$ cat config.mk
export PLATFORM = sky130hd
export DESIGN_NAME = wash_sequencer
export DESIGN_NICKNAME = d
export VERILOG_FILES = /design/src/rtl/wash_sequencer.sv
export SDC_FILE = /design/constraint.sdc
export NUM_CORES = 1
export LEC_CHECK = 0
export CAP_MARGIN = 20
export CORE_MARGIN = 2
export CORE_UTILIZATION = 52
export CTS_CLUSTER_SIZE = 30
export DETAILED_ROUTE_END_ITERATION = 8
export PLACE_DENSITY = 0.85
export SLEW_MARGIN = 30
export SYNTH_ARGS = -nofsm -noshare
export SYNTH_HDL_FRONTEND = slang
export SYNTH_SLANG_ARGS = --single-unit
$ cat constraint.sdc
create_clock -name clk -period 4.4 [get_ports clk]
set_input_delay 0.44 -clock clk [delete_from_list [all_inputs] [get_ports clk]]
set_output_delay 0.44 -clock clk [all_outputs]
set_load 0.05 [all_outputs]
$ cat src/rtl/wash_sequencer.sv
// wash_sequencer: tick-paced phase timer for a washing-machine program.
//   A free-running prescaler produces one tick every TICK_DIV clocks; all
//   state-dependent register updates happen only on tick edges.
//   In run, the highest-numbered nonzero phase field counts down to zero,
//   then had_finish is raised and held.
// Ports:
//   clk         - clock, rising edge
//   rst         - synchronous active-high reset
//   state       - machine state (0 shutDown,1 begin,2 set,3 run,4 error,
//                 5 pause,6 finish,7 as shutDown)
//   load_data   - phase times, field i at [i*CNT_W +: CNT_W]
//   remaining   - registered remaining time per phase
//   phase_idx   - highest nonzero field of remaining (combinational)
//   had_finish  - registered program-complete flag
//   start_cnt   - registered begin countdown
//   finish_cnt  - registered finish countdown
//   phase_done  - per-phase completion pulse
// Optional feature: define WASH_SEQ_PHASE_DONE_EN to build phase_done pulses;
// otherwise phase_done is tied to zero.
module wash_sequencer #(
  parameter int unsigned PHASES     = 4,
  parameter int unsigned CNT_W      = 4,
  parameter int unsigned TICK_DIV   = 5,
  parameter int unsigned START_CNT  = 5,
  parameter int unsigned FINISH_CNT = 5,
  localparam int unsigned PHASE_W   = (PHASES > 1) ? $clog2(PHASES) : 1
) (
  input  logic                      clk,
  input  logic                      rst,
  input  logic [2:0]                state,
  input  logic [PHASES*CNT_W-1:0]   load_data,
  output logic [PHASES*CNT_W-1:0]   remaining,
  output logic [PHASE_W-1:0]        phase_idx,
  output logic                      had_finish,
  output logic [3:0]                start_cnt,
  output logic [3:0]                finish_cnt,
  output logic [PHASES-1:0]         phase_done
);

  localparam int unsigned DATA_W = PHASES * CNT_W;
  localparam int unsigned PRE_W  = (TICK_DIV > 1) ? $clog2(TICK_DIV) : 1;

  typedef enum logic [2:0] {
    ST_SHUTDOWN = 3'd0,
    ST_BEGIN    = 3'd1,
    ST_SET      = 3'd2,
    ST_RUN      = 3'd3,
    ST_ERROR    = 3'd4,
    ST_PAUSE    = 3'd5,
    ST_FINISH   = 3'd6,
    ST_SPARE    = 3'd7
  } state_e;

  state_e st_c;
  assign st_c = state_e'(state);

  logic [PRE_W-1:0]   presc_q, presc_d;
  logic [DATA_W-1:0]  remaining_q, remaining_d;
  logic               armed_q, armed_d;
  logic               had_finish_q, had_finish_d;
  logic [3:0]         start_cnt_q, start_cnt_d;
  logic [3:0]         finish_cnt_q, finish_cnt_d;

  logic               tick_c;
  logic               any_nz_c;
  logic [PHASE_W-1:0] phase_idx_c;
  logic [DATA_W-1:0]  dec_c;

  // Prescaler: tick on the terminal count, then wrap.
  always_comb begin
    tick_c  = (presc_q == PRE_W'(TICK_DIV - 1));
    presc_d = tick_c ? '0 : presc_q + PRE_W'(1);
  end

  // Highest-numbered nonzero field; later iterations override earlier ones.
  always_comb begin
    phase_idx_c = '0;
    for (int i = 0; i < PHASES; i++) begin
      if (remaining_q[i*CNT_W +: CNT_W] != '0) phase_idx_c = PHASE_W'(i);
    end
  end

  assign any_nz_c = |remaining_q;

  // Remaining vector with only the active field decremented.
  always_comb begin
    dec_c = remaining_q;
    for (int i = 0; i < PHASES; i++) begin
      if (any_nz_c && (phase_idx_c == PHASE_W'(i))) begin
        dec_c[i*CNT_W +: CNT_W] = remaining_q[i*CNT_W +: CNT_W] - CNT_W'(1);
      end
    end
  end

  // Per-state register update, applied only on tick edges.
  always_comb begin
    remaining_d  = remaining_q;
    armed_d      = armed_q;
    had_finish_d = had_finish_q;
    start_cnt_d  = start_cnt_q;
    finish_cnt_d = finish_cnt_q;
    if (tick_c) begin
      case (st_c)
        ST_SET: begin
          armed_d      = 1'b1;
          remaining_d  = load_data;
          had_finish_d = 1'b0;
          start_cnt_d  = 4'(START_CNT);
          finish_cnt_d = 4'(FINISH_CNT);
        end
        ST_RUN: begin
          start_cnt_d  = 4'(START_CNT);
          finish_cnt_d = 4'(FINISH_CNT);
          if (armed_q) begin
            remaining_d = load_data;
            armed_d     = 1'b0;
          end else if (any_nz_c) begin
            remaining_d = dec_c;
          end else begin
            had_finish_d = 1'b1;
          end
        end
        ST_BEGIN: begin
          start_cnt_d  = (start_cnt_q == 4'd0) ? 4'd0 : start_cnt_q - 4'd1;
          remaining_d  = load_data;
          had_finish_d = 1'b0;
          finish_cnt_d = 4'(FINISH_CNT);
          armed_d      = 1'b0;
        end
        ST_FINISH: begin
          finish_cnt_d = (finish_cnt_q == 4'd0) ? 4'd0 : finish_cnt_q - 4'd1;
          remaining_d  = load_data;
          had_finish_d = 1'b0;
          start_cnt_d  = 4'(START_CNT);
        end
        ST_PAUSE: begin
          had_finish_d = 1'b0;
          start_cnt_d  = 4'(START_CNT);
          finish_cnt_d = 4'(FINISH_CNT);
        end
        default: begin
          remaining_d  = load_data;
          had_finish_d = 1'b0;
          start_cnt_d  = 4'(START_CNT);
          finish_cnt_d = 4'(FINISH_CNT);
          armed_d      = 1'b0;
        end
      endcase
    end
  end

  // State registers.
  always_ff @(posedge clk) begin
    if (rst) begin
      presc_q      <= '0;
      remaining_q  <= '0;
      armed_q      <= 1'b0;
      had_finish_q <= 1'b0;
      start_cnt_q  <= 4'(START_CNT);
      finish_cnt_q <= 4'(FINISH_CNT);
    end else begin
      presc_q      <= presc_d;
      remaining_q  <= remaining_d;
      armed_q      <= armed_d;
      had_finish_q <= had_finish_d;
      start_cnt_q  <= start_cnt_d;
      finish_cnt_q <= finish_cnt_d;
    end
  end

`ifdef WASH_SEQ_PHASE_DONE_EN
  logic [PHASES-1:0] phase_done_q, phase_done_d;

  // One-clock pulse for the field that steps 1->0 on a run tick.
  always_comb begin
    phase_done_d = '0;
    if (tick_c && (st_c == ST_RUN) && !armed_q) begin
      for (int i = 0; i < PHASES; i++) begin
        if (any_nz_c && (phase_idx_c == PHASE_W'(i)) &&
            (remaining_q[i*CNT_W +: CNT_W] == CNT_W'(1))) begin
          phase_done_d[i] = 1'b1;
        end
      end
    end
  end

  always_ff @(posedge clk) begin
    if (rst) phase_done_q <= '0;
    else     phase_done_q <= phase_done_d;
  end

  assign phase_done = phase_done_q;
`else
  assign phase_done = '0;
`endif

  assign remaining  = remaining_q;
  assign phase_idx  = phase_idx_c;
  assign had_finish = had_finish_q;
  assign start_cnt  = start_cnt_q;
  assign finish_cnt = finish_cnt_q;

endmodule

==> impl_metrics.tcl, run 1 <==
set metrics [dict create \
    drt-total-wl_um 4450 \
    holdCritStartpoint "presc_q[0]" \
    remaining_drc_errors 0 \
    crit_type "register to output pin" \
    floorplan.io_pins 52 \
    grt_pass1_wl_um 7710 \
    design.die.area_um2 4150 \
    synthCells 232 \
    min_to "presc_q[0]" \
    grtUsageTotal_pct 23.7 \
    area.growth.synth_to_final_pct 27.1 \
    min_delay_path_depth 1 \
    postSynth.asyncResetShare_pct 0 \
    yosysTopAreaCell "dfxtp_1" \
    post_drt_wl_per_cell_um 13.8 \
    largest_stage_delay_on_the_critical_path_ns 0.83 \
    period_minus_slack_ns 2.89 \
    reg2reg_slack_ns 2.28 \
    number_of_buffers_inserted_by_hold_repair_at_cts 0 \
    port-buffer-count 47 \
    critical-path-slowest-cell "clkdlybuf4s50_1" \
    worst_slew_margin_rel_pct 39.5 \
    synth_top_cells_by_area "dfxtp_1 (31%), ha_1 (7.9%), a21oi_1 (6.1%)" \
    unrepaired_setup_endpoints_after_global_routing "no" \
    clk_transition_reported_paths_ns 0.10 \
    place_hpwl_um 3210 \
    postRouteAntennaNets 0 \
    layout_commonest_cell "clkdlybuf4s50_1" \
    worstRegToRegCells 6 \
    floorplan.core_area_um2 3420 \
    row_count 21 \
    power_density_of_the_placed_cells_nw_per_um2 251 \
    die_ht_um 64.4 \
    layoutNonFillerInstCount 322 \
    initial_antenna_violation_count 0 \
    synth_edf_count 0 \
    root_buffer "clkbuf_4" \
    skew_ns 0.00801 \
    place_inst 314 \
    ys.warnings.count 0 \
    critPathCaptureType "output pin" \
    drt-initial-drc-count 166 \
    reg2reg_launch_point "presc_q[0]" \
    clock_insertion_delay_worst_skew_ns 0.34 \
    crit_path_max_fanout 4 \
    hold_viol_final 0 \
    cts_num_sinks 29 \
    postSynth.topFlopCell "dfxtp_1" \
    mappedNetlistArea_um2 1900 \
    cts_resized 0 \
    critical_path.startpoint_type "register" \
    initial_utilization_pct 55.6 \
    cap_viol_max_count 0 \
    worstReg2RegEnd "remaining[3]" \
    clk_path_buf_depth 2 \
    setup_slack_ns 1.51 \
    grt-ovfl-total 0 \
    post-cts-setup-buffer-count 0 \
    area.sequential_um2 581 \
    achievable-frequency_mhz 346 \
    fillCellCount 290 \
    setup_viol 0 \
    tritoncts "built" \
    routability_driven_placement_congestion_ratio 0.833 \
    max-vdd-ir-drop_v 0.000194 \
    number_of_search_and_repair_iterations_in_the_first_detailed_routing_pass 4 \
    multi_input_comb_area_um2 1180 \
    min_path_type "register to register" \
    die_width_um 64.4 \
    pre_cts_slack_ns 1.81 \
    synth_sequential_area_ratio_pct 30.6 \
    vias 1858 \
    via_count_of_the_first_global_routing_pass 1711 \
    fin_crit_sh_pct 65.7 \
    cts_htree_levels 2 \
    setup-tns-final_ns 0 \
    timing.final.max_slew_violations 0 \
    tightest_slew_ns 0.905 \
    synth.ff_latch_count 29 \
    grt_start_max_net_pins 29 \
    synth_top_area_share_pct 30.6 \
    mostFrequentLayoutCells "clkdlybuf4s50_1 (47), dfxtp_1 (29), a21oi_1 (23)" \
    fin_nets 308 \
    arrival_ns 2.45 \
    p_leak_nw 0.886 \
    yosysUniqueCellTypes 58 \
    outcome "completed" \
    critical_path_cell_by_cell "inv_1 > ha_1 > or3b_1 > o21ai_0 > clkdlybuf4s50_1" \
    worstPathRequired_ns 3.96 \
    cts_buffers 5 \
    vias_per_cell 5.77 \
    fraction_of_layout_instances_using_a_drive_strength_above_1_pct 7.25 \
    antenna_cells 0 \
    postSynthAreaPerCell_um2 8.19 \
]
[sequential cells by signal, indices dropped and copies added, names as in the netlist]
signal,cells
presc_q,3
finish_cnt,4
had_finish,1
start_cnt,4
remaining,16
armed_q,1
[worst max-delay path by stage]
stage | from | endpoint | slack (ns)
after detailed placement | rst | start_cnt[2] | 1.81
after CTS | remaining[8] | phase_idx[0] | 1.50
after global placement | state[1] | remaining[6] | 1.83
after global routing | remaining[8] | phase_idx[0] | 1.41
after floorplan | remaining[4] | phase_idx[0] | 1.59
final | remaining[8] | phase_idx[0] | 1.51
[stage by stage]
stage	area [um^2]	hold slack [ns]	power [mW]	util (%)
finish	2410	0.466	0.606	70.7
detailed placement	2360	0.451	0.452	69.2
floorplan	1910	0.432	0.402	-
CTS	2410	0.465	0.609	70.7
global placement	2360	0.452	0.450	69.2
global route	2410	0.502	0.635	70.7
[worst max-delay path: cells and delay by family (launching register included)]
| kind | cells | cell delay, ns |
|---|---|---|
| AOI/OAI and AO/OA | 1 | 0.22 |
| and+or+nand+nor | 1 | 0.42 |
| buffers and inverters | 2 | 0.95 |
| adders and majority gates | 1 | 0.17 |
| DFF | 1 | 0.33 |
[layout make-up]
cell class / instances / share of cell area, %
clock buffers: 6 / 1.71
clock inverters: 2 / 0.415
inverters: 18 / 2.80
multi-input cells: 173 / 48.8
flip-flops and latches: 29 / 24.1
well taps: 46 / 2.38
repair buffers: 48 / 19.8
[power breakdown]
group          total (mW)  internal, mW  switching [mW]
Sequential          0.280         0.271         0.00889
Combinational       0.167        0.0647           0.103
Clock               0.159        0.0607          0.0985
[Yosys cell counts, drive strengths merged, types with 2 or more instances]
master,n
a211o,2
a211oi,4
a21boi,2
a21oi,23
a221oi,3
a31oi,5
a32o,2
and2,2
and3,2
buf,10
clkbuf,5
dfxtp,29
ha,12
inv,18
nand2,22
nand3,3
nand3b,7
nor2,16
nor3,8
nor3b,5
nor4,5
o211ai,6
o21ai,10
o22ai,2
o31a,2
o31ai,4
or3b,3
xnor2,2
[per-layer routing]
metal	wire [um]	track usage, %	vias to the layer above
li1	-	-	928
met5	0	0	-
met2	2080	36.7	55
met1	2010	31.2	867
met3	256	6.94	8
met4	97	9.04	0
[kinds of logic (layout without fill, tap and decap cells)]
| group | Yosys count | in the layout | share of synthesized area, % |
|---|---|---|---|
| buffers and inverters | 33 | 74 | 7.97 |
| xor gates and xnor gates | 2 | 2 | 0.922 |
| and+or+nand+nor | 82 | 82 | 25.2 |
| other | 1 | 4 | 0.197 |
| AOI/OAI and AO/OA | 71 | 71 | 26.2 |
| muxes | 2 | 2 | 1.12 |
| DFF | 29 | 29 | 30.6 |
| adders and majority gates | 12 | 12 | 7.90 |
(Power assumes the default switching activity.)
==> run 2: changes to the inputs <==
Settings changed: CORE_UTILIZATION 52 to 48, PLACE_DENSITY 0.85 to 0.8.
Clock period 4.4 ns to 2.9 ns, I/O delays scaled along.
==> run 2 against run 1 <==
Final cell count increased by 0.93%. Global-route usage down 0.34 points. Largest cell class unchanged. Sequential power rose by 51%.
==> impl_metrics.tcl, run 2 (synthesized netlist as in run 1, its figures left out) <==
set metrics [dict create \
    min_path_type "register to register" \
    arrival_ns 2.32 \
    power_density_of_the_placed_cells_nw_per_um2 416 \
    place_hpwl_um 3430 \
    worstReg2RegEnd "start_cnt[2]" \
    final_core_utilization_pct 65.9 \
    post-cts-setup-buffer-count 0 \
    unrepaired_setup_endpoints_after_global_routing "no" \
    critical_path.startpoint_type "register" \
    tightest_slew_ns 0.817 \
    cts_buffers 5 \
    holdWs_ns 0.466 \
    timing.final.max_slew_violations 0 \
    design.die.area_um2 4480 \
    cts_resized 0 \
    hold_viol_final 0 \
    clock_insertion_delay_worst_skew_ns 0.28 \
    initial_utilization_pct 50.7 \
    layout_commonest_cell "clkdlybuf4s50_1" \
    port-buffer-count 47 \
    die_ht_um 66.9 \
    remaining_drc_errors 0 \
    grt-ovfl-total 0 \
    fin_nets 310 \
    timing.critical_path.from "remaining[8]" \
    floorplan.core_area_um2 3740 \
    antenna_cells 0 \
    setup_slack_ns 0.293 \
    clk_path_buf_depth 2 \
    min_to "presc_q[0]" \
    skew_ns 0.00481 \
    crit_path_max_fanout 4 \
    largest_stage_delay_on_the_critical_path_ns 0.82 \
    fin_crit_sh_pct 89.9 \
    setup_viol 0 \
    critical-path-slowest-cell "clkdlybuf4s50_1" \
    pre_cts_slack_ns 0.458 \
    worst_slew_margin_rel_pct 45.0 \
    vias_per_cell 5.77 \
    vias 1874 \
    drt-initial-drc-count 146 \
    postRouteAntennaNets 0 \
    max-vdd-ir-drop_v 0.000348 \
    period_minus_slack_ns 2.61 \
    reg2reg_slack_ns 0.89 \
    routability_driven_placement_congestion_ratio 0.827 \
    clk_transition_reported_paths_ns 0.06 \
    via_count_of_the_first_global_routing_pass 1812 \
    achievable-frequency_mhz 384 \
    cp_top_family "buffers and inverters" \
    grt_start_max_net_pins 25 \
    critPathCaptureType "output pin" \
    area.growth.synth_to_final_pct 29.8 \
    row_count 22 \
    initial_antenna_violation_count 0 \
    worstPathRequired_ns 2.61 \
    cts_htree_levels 2 \
    fraction_of_layout_instances_using_a_drive_strength_above_1_pct 7.58 \
    largest_reg_flops 16 \
    p_leak_nw 0.908 \
    cts_num_sinks 29 \
    min_delay_path_depth 1 \
    holdCritStartpoint "presc_q[0]" \
    grt_pass1_wl_um 8110 \
    setup-tns-final_ns 0 \
    floorplan.io_pins 52 \
    critical_path_buffers_and_inverters 2 \
    worstRegToRegCells 6 \
    cap_viol_max_count 0 \
    crit_type "register to output pin" \
    root_buffer "clkbuf_8" \
    reg2reg_launch_point "presc_q[0]" \
    mostFrequentLayoutCells "clkdlybuf4s50_1 (47), dfxtp_1 (29), a21oi_1 (23)" \
    post_drt_wl_per_cell_um 14.7 \
    drt-total-wl_um 4790 \
    grtUsageTotal_pct 23.4 \
    critical_path_cell_by_cell "inv_1 > ha_1 > or3b_1 > o21ai_0 > clkdlybuf4s50_1" \
    die_width_um 66.9 \
    outcome "completed" \
    number_of_buffers_inserted_by_hold_repair_at_cts 0 \
    number_of_search_and_repair_iterations_in_the_first_detailed_routing_pass 4 \
    tritoncts "built" \
]
run 2: cell count changes in the layout (fill, tap and decap cells not counted):
cell | previous run | this run
buf_4 | 1 | 3
clkbuf_4 | 5 | 0
clkbuf_8 | 0 | 6
clkinv_2 | 2 | 0
run 2: how the worst max path moves through the flow:
| stage | endpoint | slack, ns | cells past startpoint |
|---|---|---|---|
| floorplan | phase_idx[0] | 0.24 | 4 |
| global placement | remaining[6] | 0.52 | 5 |
| detailed placement | remaining[4] | 0.46 | 5 |
| CTS | phase_idx[0] | 0.29 | 5 |
| global route | phase_idx[0] | 0.19 | 5 |
| finish | phase_idx[0] | 0.29 | 5 |
run 2: stage by stage:
stage,std cells,cell area (um^2),total power [mW]
after floorplan,235,1910,0.610
after global placement,318,2380,0.686
after detailed placement,318,2380,0.690
after CTS,325,2470,1.03
after global routing,325,2470,1.07
final,325,2470,1.03
run 2: metal layers:
metal  wire length [um]  vias to the layer above  GRT usage, %  share of wire (%)
met4                 54                        0          8.16                1.1
met5                  0                        -             0                  0
met3                275                        6          4.05                5.7
met1               2250                      876          31.5                 47
met2               2210                       63          37.4                 46
li1                   -                      929             -                  -
run 2: power breakdown:
group,internal (mW),switching (mW),total [mW]
Combinational,0.100,0.159,0.259
Clock,0.188,0.155,0.343
Sequential,0.411,0.0132,0.424
run 2: worst register-to-register path, stage by stage, from the launching register on:
cell and delay [ns]:
dfxtp_1 0.33, inv_1 0.06, ha_1 0.14, nand2_1 0.28, nor4_1 0.78, a21oi_1 0.14
a21o_1 0.18
run 2: cell type report:
type / count / area (um^2)
Inverter: 18 / 67.6
Multi-Input combinational cell: 173 / 1180
Timing Repair Buffer: 50 / 493
Clock buffer: 7 / 86.3
Tap cell: 48 / 60.1
Sequential cell: 29 / 581
Fill cell: 337 / 1280
